===== src/rtl/mem_stage_lsu.sv =====
// mem_stage_lsu: load/store memory stage between execute and writeback.
//   Computes ea = rs1 + imm, issues one data-memory request per aligned load or
//   store, and holds the request until dddr_resp or a bus timeout. Load data is
//   lane-extracted and sign/zero extended. Misaligned ops complete immediately
//   with exc=1. mem_busy stalls the upstream stages while an access is open.
// Ports:
//   clk, rst                  clock, synchronous active-high reset
//   stall                     downstream stall, freezes mem_wb_*
//   ex_*                      execute-stage op (valid, load/store, width, data, rd)
//   dddr_addr/read/write/be/wdata   registered memory request (held in ACCESS)
//   dddr_rdata, dddr_resp     memory read data and single-cycle completion
//   mem_busy                  stall request to upstream
//   mem_wb_valid/rd/data/exc  registered writeback result
module mem_stage_lsu #(
    parameter int XLEN    = 32,
    parameter int TIMEOUT = 255
) (
    input  logic              clk,
    input  logic              rst,
    input  logic              stall,
    input  logic              ex_valid,
    input  logic              ex_load,
    input  logic              ex_store,
    input  logic [1:0]        ex_dwidth,
    input  logic              ex_unsigned,
    input  logic [XLEN-1:0]   ex_rs1_data,
    input  logic [XLEN-1:0]   ex_imm,
    input  logic [XLEN-1:0]   ex_rs2_data,
    input  logic [XLEN-1:0]   ex_rd_data,
    input  logic [4:0]        ex_rd,
    output logic [XLEN-1:0]   dddr_addr,
    output logic              dddr_read,
    output logic              dddr_write,
    output logic [XLEN/8-1:0] dddr_be,
    output logic [XLEN-1:0]   dddr_wdata,
    input  logic [XLEN-1:0]   dddr_rdata,
    input  logic              dddr_resp,
    output logic              mem_busy,
    output logic              mem_wb_valid,
    output logic [4:0]        mem_wb_rd,
    output logic [XLEN-1:0]   mem_wb_data,
    output logic [1:0]        mem_wb_exc
);
    localparam int BE_W = XLEN / 8;
    localparam int OW   = $clog2(BE_W);
    localparam int TW   = (TIMEOUT > 0) ? $clog2(TIMEOUT + 1) : 1;

    localparam logic [1:0] EXC_NONE  = 2'd0;
    localparam logic [1:0] EXC_MISAL = 2'd1;
    localparam logic [1:0] EXC_BUS   = 2'd2;

    typedef enum logic {IDLE, ACCESS} state_t;

    typedef struct packed {
        logic            valid;
        logic [4:0]      rd;
        logic [XLEN-1:0] data;
        logic [1:0]      exc;
    } wb_t;

    state_t          state_q, state_d;
    logic [XLEN-1:0] addr_q, addr_d;
    logic [XLEN-1:0] wdata_q, wdata_d;
    logic [BE_W-1:0] be_q, be_d;
    logic            read_q, read_d;
    logic            write_q, write_d;
    logic [1:0]      width_q, width_d;
    logic            uns_q, uns_d;
    logic [OW-1:0]   off_q, off_d;
    logic [4:0]      rd_q, rd_d;
    logic [TW-1:0]   cnt_q, cnt_d;
    wb_t             wb_q, wb_d;
    wb_t             hold_q, hold_d;
    logic            hold_vld_q, hold_vld_d;

    logic [XLEN-1:0] ea, amask, ea_wdata;
    logic [BE_W-1:0] be_base, ea_be;
    logic            is_mem, misal;
    logic [XLEN-1:0] ld_shift, ld_mask, ld_data;
    logic            ld_sign;
    logic            done;
    wb_t             done_res;

    // Execute-side decode: address, alignment, lane enables and store data.
    always_comb begin
        ea     = ex_rs1_data + ex_imm;
        is_mem = ex_valid & (ex_load | ex_store);
        amask  = XLEN'((1 << ex_dwidth) - 1);
        // A dword op on a 32-bit datapath has no legal lane mapping; it is
        // reported as misaligned rather than issued.
        misal  = (|(ea & amask)) | ((XLEN == 32) && (ex_dwidth == 2'd3));
        case (ex_dwidth)
            2'd0:    be_base = BE_W'(1);
            2'd1:    be_base = BE_W'(3);
            2'd2:    be_base = BE_W'(15);
            default: be_base = '1;
        endcase
        ea_be = be_base << ea[OW-1:0];
        // Replicate the low access-width bytes of rs2 across every lane.
        ea_wdata = '0;
        for (int i = 0; i < BE_W; i++) begin
            ea_wdata[8*i +: 8] = ex_rs2_data[8*((i & int'(amask[2:0])) % BE_W) +: 8];
        end
    end

    // Load return path: shift addressed lane down, mask to width, extend.
    always_comb begin
        ld_shift = dddr_rdata >> {off_q, 3'b000};
        case (width_q)
            2'd0:    ld_mask = XLEN'(8'hFF);
            2'd1:    ld_mask = XLEN'(16'hFFFF);
            2'd2:    ld_mask = XLEN'(32'hFFFF_FFFF);
            default: ld_mask = '1;
        endcase
        // mask ^ (mask >> 1) isolates the top bit of the access width
        ld_sign = ~uns_q & (|(ld_shift & (ld_mask ^ (ld_mask >> 1))));
        ld_data = (ld_shift & ld_mask) | (ld_sign ? ~ld_mask : '0);
    end

    // FSM next state, request fields and writeback selection.
    always_comb begin
        state_d    = state_q;
        addr_d     = addr_q;
        wdata_d    = wdata_q;
        be_d       = be_q;
        read_d     = read_q;
        write_d    = write_q;
        width_d    = width_q;
        uns_d      = uns_q;
        off_d      = off_q;
        rd_d       = rd_q;
        cnt_d      = cnt_q;
        wb_d       = wb_q;
        hold_d     = hold_q;
        hold_vld_d = hold_vld_q;
        mem_busy   = 1'b0;
        done       = 1'b0;
        done_res   = '0;

        case (state_q)
            IDLE: begin
                if (hold_vld_q) begin
                    // A completed result is parked; ex_* still shows the
                    // finished op, so nothing new is accepted this cycle.
                    mem_busy = stall;
                    if (!stall) begin
                        wb_d       = hold_q;
                        hold_vld_d = 1'b0;
                    end
                end else if (is_mem && !misal) begin
                    mem_busy = 1'b1;
                    state_d  = ACCESS;
                    addr_d   = ea & ~XLEN'(BE_W - 1);
                    be_d     = ea_be;
                    wdata_d  = ea_wdata;
                    read_d   = ex_load;
                    write_d  = ex_store & ~ex_load;
                    width_d  = ex_dwidth;
                    uns_d    = ex_unsigned;
                    off_d    = ea[OW-1:0];
                    rd_d     = ex_rd;
                    cnt_d    = '0;
                    if (!stall) wb_d.valid = 1'b0;
                end else if (!stall) begin
                    wb_d.valid = ex_valid;
                    wb_d.rd    = ex_rd;
                    wb_d.data  = is_mem ? '0 : ex_rd_data;
                    wb_d.exc   = is_mem ? EXC_MISAL : EXC_NONE;
                end
            end
            ACCESS: begin
                done_res.valid = 1'b1;
                done_res.rd    = rd_q;
                if (dddr_resp) begin
                    done          = 1'b1;
                    done_res.data = read_q ? ld_data : '0;
                    done_res.exc  = EXC_NONE;
                end else if ((TIMEOUT != 0) && (cnt_q == TW'(TIMEOUT - 1))) begin
                    done          = 1'b1;
                    done_res.data = '0;
                    done_res.exc  = EXC_BUS;
                end else begin
                    cnt_d = cnt_q + TW'(1);
                end

                if (done) begin
                    state_d = IDLE;
                    read_d  = 1'b0;
                    write_d = 1'b0;
                    cnt_d   = '0;
                    if (!stall) begin
                        wb_d = done_res;
                    end else begin
                        hold_d     = done_res;
                        hold_vld_d = 1'b1;
                    end
                    // Release upstream only once the result is actually written.
                    mem_busy = stall;
                end else begin
                    mem_busy = 1'b1;
                    if (!stall) wb_d.valid = 1'b0;
                end
            end
            default: state_d = IDLE;
        endcase
    end

    always_ff @(posedge clk) begin
        if (rst) begin
            state_q    <= IDLE;
            addr_q     <= '0;
            wdata_q    <= '0;
            be_q       <= '0;
            read_q     <= 1'b0;
            write_q    <= 1'b0;
            width_q    <= '0;
            uns_q      <= 1'b0;
            off_q      <= '0;
            rd_q       <= '0;
            cnt_q      <= '0;
            wb_q       <= '0;
            hold_q     <= '0;
            hold_vld_q <= 1'b0;
        end else begin
            state_q    <= state_d;
            addr_q     <= addr_d;
            wdata_q    <= wdata_d;
            be_q       <= be_d;
            read_q     <= read_d;
            write_q    <= write_d;
            width_q    <= width_d;
            uns_q      <= uns_d;
            off_q      <= off_d;
            rd_q       <= rd_d;
            cnt_q      <= cnt_d;
            wb_q       <= wb_d;
            hold_q     <= hold_d;
            hold_vld_q <= hold_vld_d;
        end
    end

    assign dddr_addr    = addr_q;
    assign dddr_read    = read_q;
    assign dddr_write   = write_q;
    assign dddr_be      = be_q;
    assign dddr_wdata   = wdata_q;
    assign mem_wb_valid = wb_q.valid;
    assign mem_wb_rd    = wb_q.rd;
    assign mem_wb_data  = wb_q.data;
    assign mem_wb_exc   = wb_q.exc;

endmodule


===== config.mk =====
export PLATFORM = sky130hd
export DESIGN_NAME = mem_stage_lsu
export DESIGN_NICKNAME = d
export VERILOG_FILES = /design/src/rtl/mem_stage_lsu.sv
export SDC_FILE = /design/constraint.sdc
export NUM_CORES = 1
export LEC_CHECK = 0
export ABC_AREA = 1
export ABC_CLOCK_PERIOD_IN_PS = 3050
export BUFFER_PORTS_ARGS = -buffer_cell sky130_fd_sc_hd__buf_2
export CAP_MARGIN = 20
export CORE_MARGIN = 1.5
export CORE_UTILIZATION = 30
export CTS_CLUSTER_SIZE = 12
export DETAILED_ROUTE_END_ITERATION = 10
export MAX_ROUTING_LAYER = met4
export PLACE_DENSITY = 0.54
export SYNTH_ARGS = -nofsm -noshare
export SYNTH_HDL_FRONTEND = slang
export SYNTH_SLANG_ARGS = --single-unit

===== constraint.sdc =====
create_clock -name clk -period 3.05 [get_ports clk]
set_clock_uncertainty 0.2 [all_clocks]
set_input_delay 0.4575 -clock clk [delete_from_list [all_inputs] [get_ports clk]]
set_output_delay 0.4575 -clock clk [all_outputs]
set_load 0.1 [all_outputs]

==> results of run 1 <==
==> registers in the layout (all words and copies together), names as in the netlist, 2 cells and up <==
register / cells
mem_wb_exc: 2
mem_wb_data: 32
cnt_q: 8
width_q: 2
hold_q: 39
off_q: 2
rd_q: 5
dddr_wdata: 32
dddr_addr: 30
mem_wb_rd: 5
dddr_be: 4
==> area by class of cell <==
| cell class | count | area, µm² |
|---|---|---|
| Tap cell | 442 | 553.0 |
| Timing Repair Buffer | 413 | 2544 |
| Clock inverter | 13 | 142.6 |
| Antenna cell | 2 | 5.005 |
| Inverter | 147 | 564.3 |
| Multi-Input combinational cell | 1148 | 5968 |
| Sequential cell | 167 | 3343 |
| Fill cell | 3564 | 18980 |
| Clock buffer | 19 | 432.9 |
==> metal layers <==
layer	vias to the layer above	wire [µm]	part of all wire	track usage
li1	5765	-	-	-
met1	5038	16080	0.46	0.2609
met2	300	16060	0.46	0.3272
met3	28	2310	0.066	0.04817
met4	0	436	0.012	0.04455
met5	-	0	0	-
==> what timing repair did <==
action                     in CTS  in global routing
resized for setup              26                 48
cloned                          0                  1
setup endpoints to repair      24                115
pin swaps                      13                 21
setup buffers                  16                  4
==> stage by stage <==
stage	hold WS [ns]	utilization	setup WS, ns
final	0.08108	0.4166	-0.2415
after global routing	0.06688	0.4166	-0.3975
after CTS	0.06114	0.4091	-0.3180
after detailed placement	0.2509	0.3847	-0.5873
after global placement	0.2465	0.3847	-0.5237
after floorplan	0.2297	-	0.003357
==> worst min-delay path, delay by kind of cell <==
family	cells	cell delay (ns)
buf+inv	1	0.10
compound gates	1	0.05
simple gates	1	0.05
==> power by group <==
part / internal [mW] / switching (mW)
registers: 2.31 / 0.0693
clock network: 1.15 / 1.02
logic: 0.715 / 1.69
total: 4.18 / 2.79
==> kinds of logic (layout without fill, tap and decap cells) <==
kind of cell | after synthesis | count (layout) | synth area share
buffers and inverters | 235 | 592 | 0.09467
AO/OA/AOI/OAI | 417 | 417 | 0.2298
XOR/XNOR | 22 | 22 | 0.01939
multiplexers | 9 | 9 | 0.009065
other | 1 | 4 | 0.0003773
AND/OR/NAND/NOR | 662 | 662 | 0.2643
adder cells (fa/ha/maj) | 36 | 36 | 0.04608
flip-flops | 167 | 167 | 0.3364
==> synthesized netlist by cell type (2+ instances only) <==
cell type / instances / area share
a211oi_1: 8 / 0.0060
a21o_1: 2 / 0.0015
a21oi_1: 158 / 0.080
buf_1: 3 / 0.0011
buf_2: 23 / 0.012
buf_4: 2 / 0.0015
buf_6: 3 / 0.0034
clkbuf_1: 57 / 0.022
clkinv_1: 4 / 0.0015
dfxtp_1: 167 / 0.34
ha_1: 35 / 0.044
inv_1: 137 / 0.052
inv_2: 6 / 0.0023
mux2i_1: 9 / 0.0091
nand2_1: 427 / 0.16
nand2_2: 3 / 0.0019
nand3_1: 56 / 0.028
nand3b_1: 2 / 0.0015
nand4_1: 6 / 0.0038
nor2_1: 153 / 0.058
nor2_2: 2 / 0.0013
nor3_1: 3 / 0.0015
nor4_1: 3 / 0.0019
o211a_1: 10 / 0.010
o211ai_1: 25 / 0.019
o21ai_0: 193 / 0.097
o21ai_1: 2 / 0.0010
o21bai_1: 7 / 0.0053
o221ai_1: 7 / 0.0062
or2_2: 3 / 0.0019
xnor2_1: 12 / 0.011
xor2_1: 10 / 0.0088
==> final timing paths <==
| check | start | endpoint |
|---|---|---|
| max | ex_rs1_data[0] | mem_busy |
| min | ex_rs2_data[1] | dddr_wdata[1] |
| max reg2reg | cnt_q[2] | mem_wb_exc[0] |
| min reg2reg | uns_q | uns_q |
==> impl_metrics.yaml, run 1 <==
detailed_routing:
  drc: 0
  drtIter0Drc: 616
  dr.pass1.iters: 5
  vias: 11131
  drt_wl_total_um: 34890
  postRouteAntennaNets: 0
  via_per_inst: 4.735
  wl_per_cell_um: 14.84
flow_run:
  maxCapViolCount: 0
timing:
  period_needed_ns: 3.291
  slew_headroom: 0.5815
  final_max_slew_viol_count: 0
  setup_violations: 1
  rsz0062_at_grt: "true"
  fmax_ghz: 0.3038
  fin_crit_sh: 1.079
  max_slew.worst_pin.slew_ns: 0.6212
  finalSetupTns_ns: -0.2415
  postLayoutSetupSlackWorst_ns: -0.2415
  hold_viol: 0
synth:
  synth_edf_count: 0
  ys_seq_area_frac: 0.3364
  synth_seq_cells: 167
  netlist_instances: 1549
  ys_async_sr_fraction: 0
  synth.avg_cell_area_um2: 6.416
  yosysWarnings: 0
  syn_area_um2: 9938
  synth_top_flop_cell: "dfxtp_1"
  yosysUniqueCellTypes: 43
setup_path:
  arrival_ns: 2.63
  path_buf_inv: 5
  slowest_stage: "fa_2"
  critPathCaptureType: "output port"
  rrSetupSlack_ns: 0.52
  path_max_fanout: 4
  required_ns: 2.39
  start_kind: "input port"
  crit_cells: 22
  critical_path.cell_chain: "buf_6 -> ha_4 -> inv_2 -> fa_2 -> inv_4 -> nand2_4 -> nand2_2 -> nand3_2 -> nand2_2 -> nand2_2 -> nand2_4 -> nand2_2 -> nand2_2 -> nand4_1 -> nor2_4 -> nand3_4 -> nand2_4 -> nand3_4 -> nand2_4 -> inv_6 -> nand2_8 -> buf_12"
  reg2reg_depth: 19
  cpMostUsedCell: "nand2_2"
  crit_type: "input port to output port"
  critPathMaxStageDelay_ns: 0.34
  cpLargestDelayFamily: "simple AND/OR/NAND/NOR gates"
global_routing:
  track_usage: 0.2043
  grt-ovfl-total: 0
  grt_max_degree: 82
  first_global_vias: 10255
  grt_antenna_before_repair: 2
  grt_pass1_wl_um: 53830
cts:
  clock_path_buffers: 2
  cts_tree: "built"
  htree_num_levels: 4
  clk_latency_ns: 0.44
  hold_buffers: 0
  cts_made_buffers: 17
  path_clk_slew_ns: 0.06
  cts_root_buf: "clkbuf_16"
  cts_num_sinks: 167
placed_design:
  hpwl_um: 26210
  dpl-instance-area_um2: 12520
  place_inst: 2301
  gp_congestion: 0.9369
  io_buffers: 283
worst_hold_path:
  hold_depth: 3
  hp-class: "input port to flip-flop"
power_and_ir_drop:
  power.density_nw_per_um2: 513.6
  peakVddDrop_uv: 385.2
  finalPower_mw: 6.960
  leakage_nw: 6.746
floorplan:
  dieArea_um2: 34230
  pin_count: 286
  core_area_um2: 32540
  placementRows: 66
  die_x_um: 185.0
  die_y_um: 185.0
  start_util: 0.3055
cells_and_area:
  layout_commonest_cell: "nand2_1"
  final_nets: 2105
  layout_common_cells: "408 x nand2_1, 280 x buf_2, 192 x o21ai_0"
  design_area_um2: 13550
  synthToLayoutAreaGrowth_pct: 36.37
  drive_above_1_share: 0.2701
  stdcell_count: 2351
status:
  violations: "setup timing"
  status: "complete, but fails checks"
Power figures use the tool's default switching activity.
==> run 2, diff against run 1 <==
--- a/config.mk
+++ b/config.mk
@@ -9,12 +9,13 @@
 export ABC_CLOCK_PERIOD_IN_PS = 3050
 export BUFFER_PORTS_ARGS = -buffer_cell sky130_fd_sc_hd__buf_2
 export CAP_MARGIN = 20
-export CORE_MARGIN = 1.5
+export CORE_MARGIN = 5
 export CORE_UTILIZATION = 30
 export CTS_CLUSTER_SIZE = 12
 export DETAILED_ROUTE_END_ITERATION = 10
 export MAX_ROUTING_LAYER = met4
 export PLACE_DENSITY = 0.54
+export REMOVE_ABC_BUFFERS = 1
 export SYNTH_ARGS = -nofsm -noshare
 export SYNTH_HDL_FRONTEND = slang
 export SYNTH_SLANG_ARGS = --single-unit
==> run 2 against run 1 <==
- the flow still finishes with violations (setup timing)
- worst setup slack worse by 0.036 ns
- critical path depth grew 3
- core utilization up 1.4 points
- flip-flop and latch count did not move
- routed wire length up 8.2%
- register-to-register slack improved by 0.09 ns
- sequential share of layout area down 0.86 points
- count of clock-buffer cells in the layout is 1 higher
- via count up 3.5%
- maximum frequency shrank 1.1%
- sequential power about the same
- combinational power is 5% higher
==> impl_metrics.yaml, run 2 (synthesized netlist as in run 1, its figures left out) <==
global_routing:
  grt_pass1_wl_um: 57060
  grt_max_degree: 68
  grt_antenna_before_repair: 0
  track_usage: 0.1985
  grt-ovfl-total: 0
  first_global_vias: 10952
cts:
  cts_made_buffers: 17
  htree_num_levels: 4
  clock_path_buffers: 2
  clk_latency_ns: 0.45
  cts_tree: "built"
  cts_num_sinks: 167
  cts_root_buf: "clkbuf_16"
  path_clk_slew_ns: 0.07
  hold_buffers: 0
setup_path:
  cpLargestDelayFamily: "buffers and inverters"
  critPathCaptureType: "flip-flop"
  start_kind: "input port"
  required_ns: 3.19
  path_max_fanout: 4
  arrival_ns: 3.47
  critPathMaxStageDelay_ns: 0.33
  slowest_stage: "fa_2"
  path_buf_inv: 20
  crit_type: "input port to flip-flop"
  cpMostUsedCell: "buf_4"
floorplan:
  pin_count: 286
  dieArea_um2: 36870
  placementRows: 66
  core_area_um2: 32620
  die_x_um: 192.0
  start_util: 0.3047
  die_y_um: 192.0
placed_design:
  hpwl_um: 27060
  gp_congestion: 0.8627
  place_inst: 2320
  dp_slack_ns: -0.6862
  io_buffers: 283
power_and_ir_drop:
  leakage_nw: 7.014
  peakVddDrop_uv: 387.0
  power.density_nw_per_um2: 524.5
  finalPower_mw: 7.366
detailed_routing:
  vias: 11521
  drtIter0Drc: 650
  wl_per_cell_um: 15.75
  drt_wl_total_um: 37750
  postRouteAntennaNets: 0
  dr.pass1.iters: 5
  drc: 0
  via_per_inst: 4.808
timing:
  slew_headroom: 0.5104
  period_needed_ns: 3.327
  hold_viol: 0
  setup_violations: 2
  max_slew.worst_pin.slew_ns: 0.7344
  fmax_ghz: 0.3006
  rsz0062_at_grt: "true"
  fin_crit_sh: 1.091
  postLayoutSetupSlackWorst_ns: -0.2772
  final_max_slew_viol_count: 0
  whs_ns: 0.07304
status:
  status: "complete, but fails checks"
  violations: "setup timing"
flow_run:
  maxCapViolCount: 0
cells_and_area:
  multi_input_area_um2: 5944
  synthToLayoutAreaGrowth_pct: 41.31
  fillers: 3405
  layout_common_cells: "404 x nand2_1, 279 x buf_2, 182 x o21ai_0"
  top_register: "hold_q"
  final_nets: 2151
  layout_commonest_cell: "nand2_1"
  regArea_um2: 3343
  largest_reg_flops: 39
  drive_above_1_share: 0.2934
  stdcell_count: 2396
worst_hold_path:
  hp-class: "input port to flip-flop"
-- run 2: cell types whose count changed in the layout (fill, tap and decap cells not counted), moves of 4 or more --
cell / change
buf_4: +37
nand2_1: -4
nand2_2: +11
nand2_4: -6
nand3_2: +5
nor2_2: +5
o21ai_0: -10
o21ai_1: +10
-- run 2: metal layers --
layer	vias up	global-route usage	share of wire
li1	5850	-	-
met1	5204	0.2579	0.46
met2	421	0.3222	0.46
met3	46	0.03762	0.067
met4	0	0.04526	0.015
met5	-	-	0
-- run 2: layout make-up --
class / instances / share of cell area
multi-input combinational: 1148 / 0.4233
clock buffer: 20 / 0.03252
tap: 442 / 0.03938
clock inverter: 12 / 0.01336
timing repair buffer: 459 / 0.2136
inverter: 147 / 0.03956
sequential: 167 / 0.2381
antenna: 1 / 0.0001782
-- run 2: final timing paths --
check	startpoint	endpoint	slack (ns)	cells after the start
setup / recovery	ex_rs1_data[0]	dddr_addr[2]	-0.28	25
hold / removal	ex_rs2_data[1]	dddr_wdata[1]	0.07	3
setup reg to reg	off_q[0]	mem_wb_data[16]	0.61	11
hold reg to reg	uns_q	uns_q	0.25	2
-- run 2: worst reg2reg max path, cell delays in order (launching register included) --
cell and delay [ns]:
dfxtp_1 0.33, clkinv_1 0.07, buf_4 0.17, nor2_1 0.05
o311ai_0 0.45, a31oi_1 0.19, nor2_1 0.12, buf_4 0.24
nand2_1 0.10, o21ai_0 0.27, nor2_1 0.09, nor2_1 0.10
-- run 2: timing repair --
| action | 4_1_cts | 5_1_grt |
|---|---|---|
| buffers inserted | 31 | 14 |
| gates resized for setup | 41 | 48 |
| gates cloned | 0 | 6 |
| setup endpoints to repair | 118 | 116 |
| pin swaps | 15 | 22 |
| endpoints found under the hold margin | 0 | 0 |
-- run 2: power breakdown --
group          leakage (nW)  switching (mW)  internal [mW]  total (mW)
Combinational          5.34            1.73          0.802        2.54
Sequential             1.36          0.0688           2.31        2.38
Clock                 0.314            1.02           1.43        2.45
-- run 2: through the flow --
step | TNS (ns) | util | area (µm²)
2_1_floorplan | -312.47 | - | 9553
3_3_place_gp | -68.39 | 0.3883 | 12660
3_5_place_dp | -76.13 | 0.3883 | 12660
4_1_cts | -0.5372 | 0.4197 | 13690
5_1_grt | -0.9069 | 0.4305 | 14040
6_report | -0.5502 | 0.4305 | 14040
==> run 3, diff against run 2 <==
--- a/config.mk
+++ b/config.mk
@@ -14,7 +14,7 @@
 export CTS_CLUSTER_SIZE = 12
 export DETAILED_ROUTE_END_ITERATION = 10
 export MAX_ROUTING_LAYER = met4
-export PLACE_DENSITY = 0.54
+export PLACE_DENSITY = 0.52
 export REMOVE_ABC_BUFFERS = 1
 export SYNTH_ARGS = -nofsm -noshare
 export SYNTH_HDL_FRONTEND = slang
==> run 3 against run 2 <==
- the flow still finishes with violations (setup timing)
- die area unchanged
- highest routed layer unchanged
- core utilization up 0.20 points
- via count down 0.45%
- routed wire length up 2.6%
- sequential power about the same
- clock power down 15%
- combinational power up 2%
- register-to-register slack about the same
- design area up 0.46%
- largest power group unchanged
- flip-flop and latch count unchanged
- sequential share of layout area down 0.11 points
==> impl_metrics.yaml, run 3 (synthesized netlist as in run 1, its figures left out) <==
global_routing:
  grt_antenna_before_repair: 1
  first_global_vias: 11249
  grt_pass1_wl_um: 58290
  track_usage: 0.2027
  grt-ovfl-total: 0
  grt_max_degree: 97
detailed_routing:
  route.met2.wl_um: 17950
  dr.pass1.iters: 5
  dr_wl_met3_um: 2538
  drt_wl_total_um: 38710
  highest_layer: "met4"
  vias: 11469
  drc: 0
  wl_met1_um: 17510
  drtIter0Drc: 634
  postRouteAntennaNets: 0
  via_per_inst: 4.793
  wl_per_cell_um: 16.18
cells_and_area:
  layout_common_cells: "401 x nand2_1, 280 x buf_2, 190 x o21ai_0"
  final_nets: 2151
  synthToLayoutAreaGrowth_pct: 41.96
  top_register: "hold_q"
  layout_commonest_cell: "nand2_1"
  largest_reg_flops: 39
  drive_above_1_share: 0.2933
cts:
  path_clk_slew_ns: 0.06
  htree_num_levels: 4
  cts_num_sinks: 167
  cts_tree: "built"
  cts_root_buf: "clkbuf_16"
  cts_made_buffers: 17
  hold_buffers: 0
  clk_latency_ns: 0.44
  clock_path_buffers: 2
timing:
  period_needed_ns: 3.343
  fin_crit_sh: 1.096
  hold_viol: 0
  slew_headroom: 0.5812
  fmax_ghz: 0.2991
  final_max_slew_viol_count: 0
  setup_violations: 2
  postLayoutSetupSlackWorst_ns: -0.2932
  whs_ns: 0.07666
  rsz0062_at_grt: "true"
  max_slew.worst_pin.slew_ns: 0.6282
status:
  violations: "setup timing"
  status: "complete, but fails checks"
power_and_ir_drop:
  power.density_nw_per_um2: 500.8
  leakage_nw: 7.033
  finalPower_mw: 7.065
  peakVddDrop_uv: 389.1
placed_design:
  io_buffers: 283
  gp_congestion: 0.8675
  hpwl_um: 27160
worst_hold_path:
  hp-class: "input port to flip-flop"
setup_path:
  start_kind: "input port"
  crit_type: "input port to output port"
  critPathCaptureType: "output port"
  arrival_ns: 2.69
  required_ns: 2.39
  path_max_fanout: 4
floorplan:
  placementRows: 66
  core_area_um2: 32620
  dieArea_um2: 36870
  start_util: 0.3047
  pin_count: 286
  die_y_um: 192.0
  die_x_um: 192.0
flow_run:
  maxCapViolCount: 0
## run 3: final cells by class
class / count / area [µm²]
clock inverter: 6 / 43.79
antenna: 1 / 2.502
clock buffer: 23 / 498.0
fill: 3539 / 18510
multi-input combinational: 1148 / 5997
sequential: 167 / 3343
timing repair inverter: 1 / 16.27
inverter: 147 / 568.0
tap: 442 / 553.0
timing repair buffer: 458 / 3087
## run 3: layer usage
metal  global-route usage  up-vias
li1                     -     5853
met3              0.04489       36
met4              0.04361        0
met1               0.2560     5199
met2               0.3344      381
met5                    -        -
## run 3: per-stage QoR
stage          setup TNS (ns)    util  area [µm²]  setup WS [ns]  std cells
2_1_floorplan         -312.47       -        9553         -2.717       1462
3_3_place_gp           -60.62  0.3904       12730        -0.6391       2331
3_5_place_dp           -73.41  0.3904       12730        -0.7194       2331
4_1_cts               -0.6946  0.4165       13590        -0.3604       2380
5_1_grt                -3.126  0.4325       14110        -0.4678       2393
6_report              -0.4308  0.4325       14110        -0.2932       2393
## run 3: critical path: stages
cell	delay, ns
buf_8	0.08
ha_4	0.13
inv_2	0.03
fa_2	0.35
inv_4	0.11
nand2_4	0.05
nand2_2	0.06
nand3_2	0.07
nand2_2	0.08
nand2_2	0.06
nand2_2	0.09
nand2_2	0.08
nand2_2	0.08
nand2_2	0.05
nand2_2	0.07
nand2_1	0.05
nor2_1	0.11
nand3_2	0.11
nand2_2	0.11
nand3_4	0.08
nand2_2	0.10
inv_2	0.05
nand2_4	0.06
buf_12	0.17
## run 3: worst paths after layout
path | start | end | slack [ns] | cells past startpoint
setup / recovery | ex_rs1_data[0] | mem_busy | -0.29 | 24
hold / removal | ex_rs2_data[1] | dddr_wdata[1] | 0.08 | 3
setup reg to reg | off_q[0] | mem_wb_data[8] | 0.61 | 13
hold reg to reg | dddr_write | dddr_write | 0.26 | 2
## run 3: what timing repair did
action,4_1_cts,5_1_grt
cloned,1,8
endpoints found under the setup margin,113,124
gates resized for setup,37,71
setup buffers,19,5
pin swaps,14,22
## run 3: where the power goes
group,internal [mW],leakage [nW],switching [mW]
combinational,0.824,5.42,1.77
sequential,2.31,1.36,0.0647
clock,1.14,0.256,0.953
total,4.27,7.03,2.79
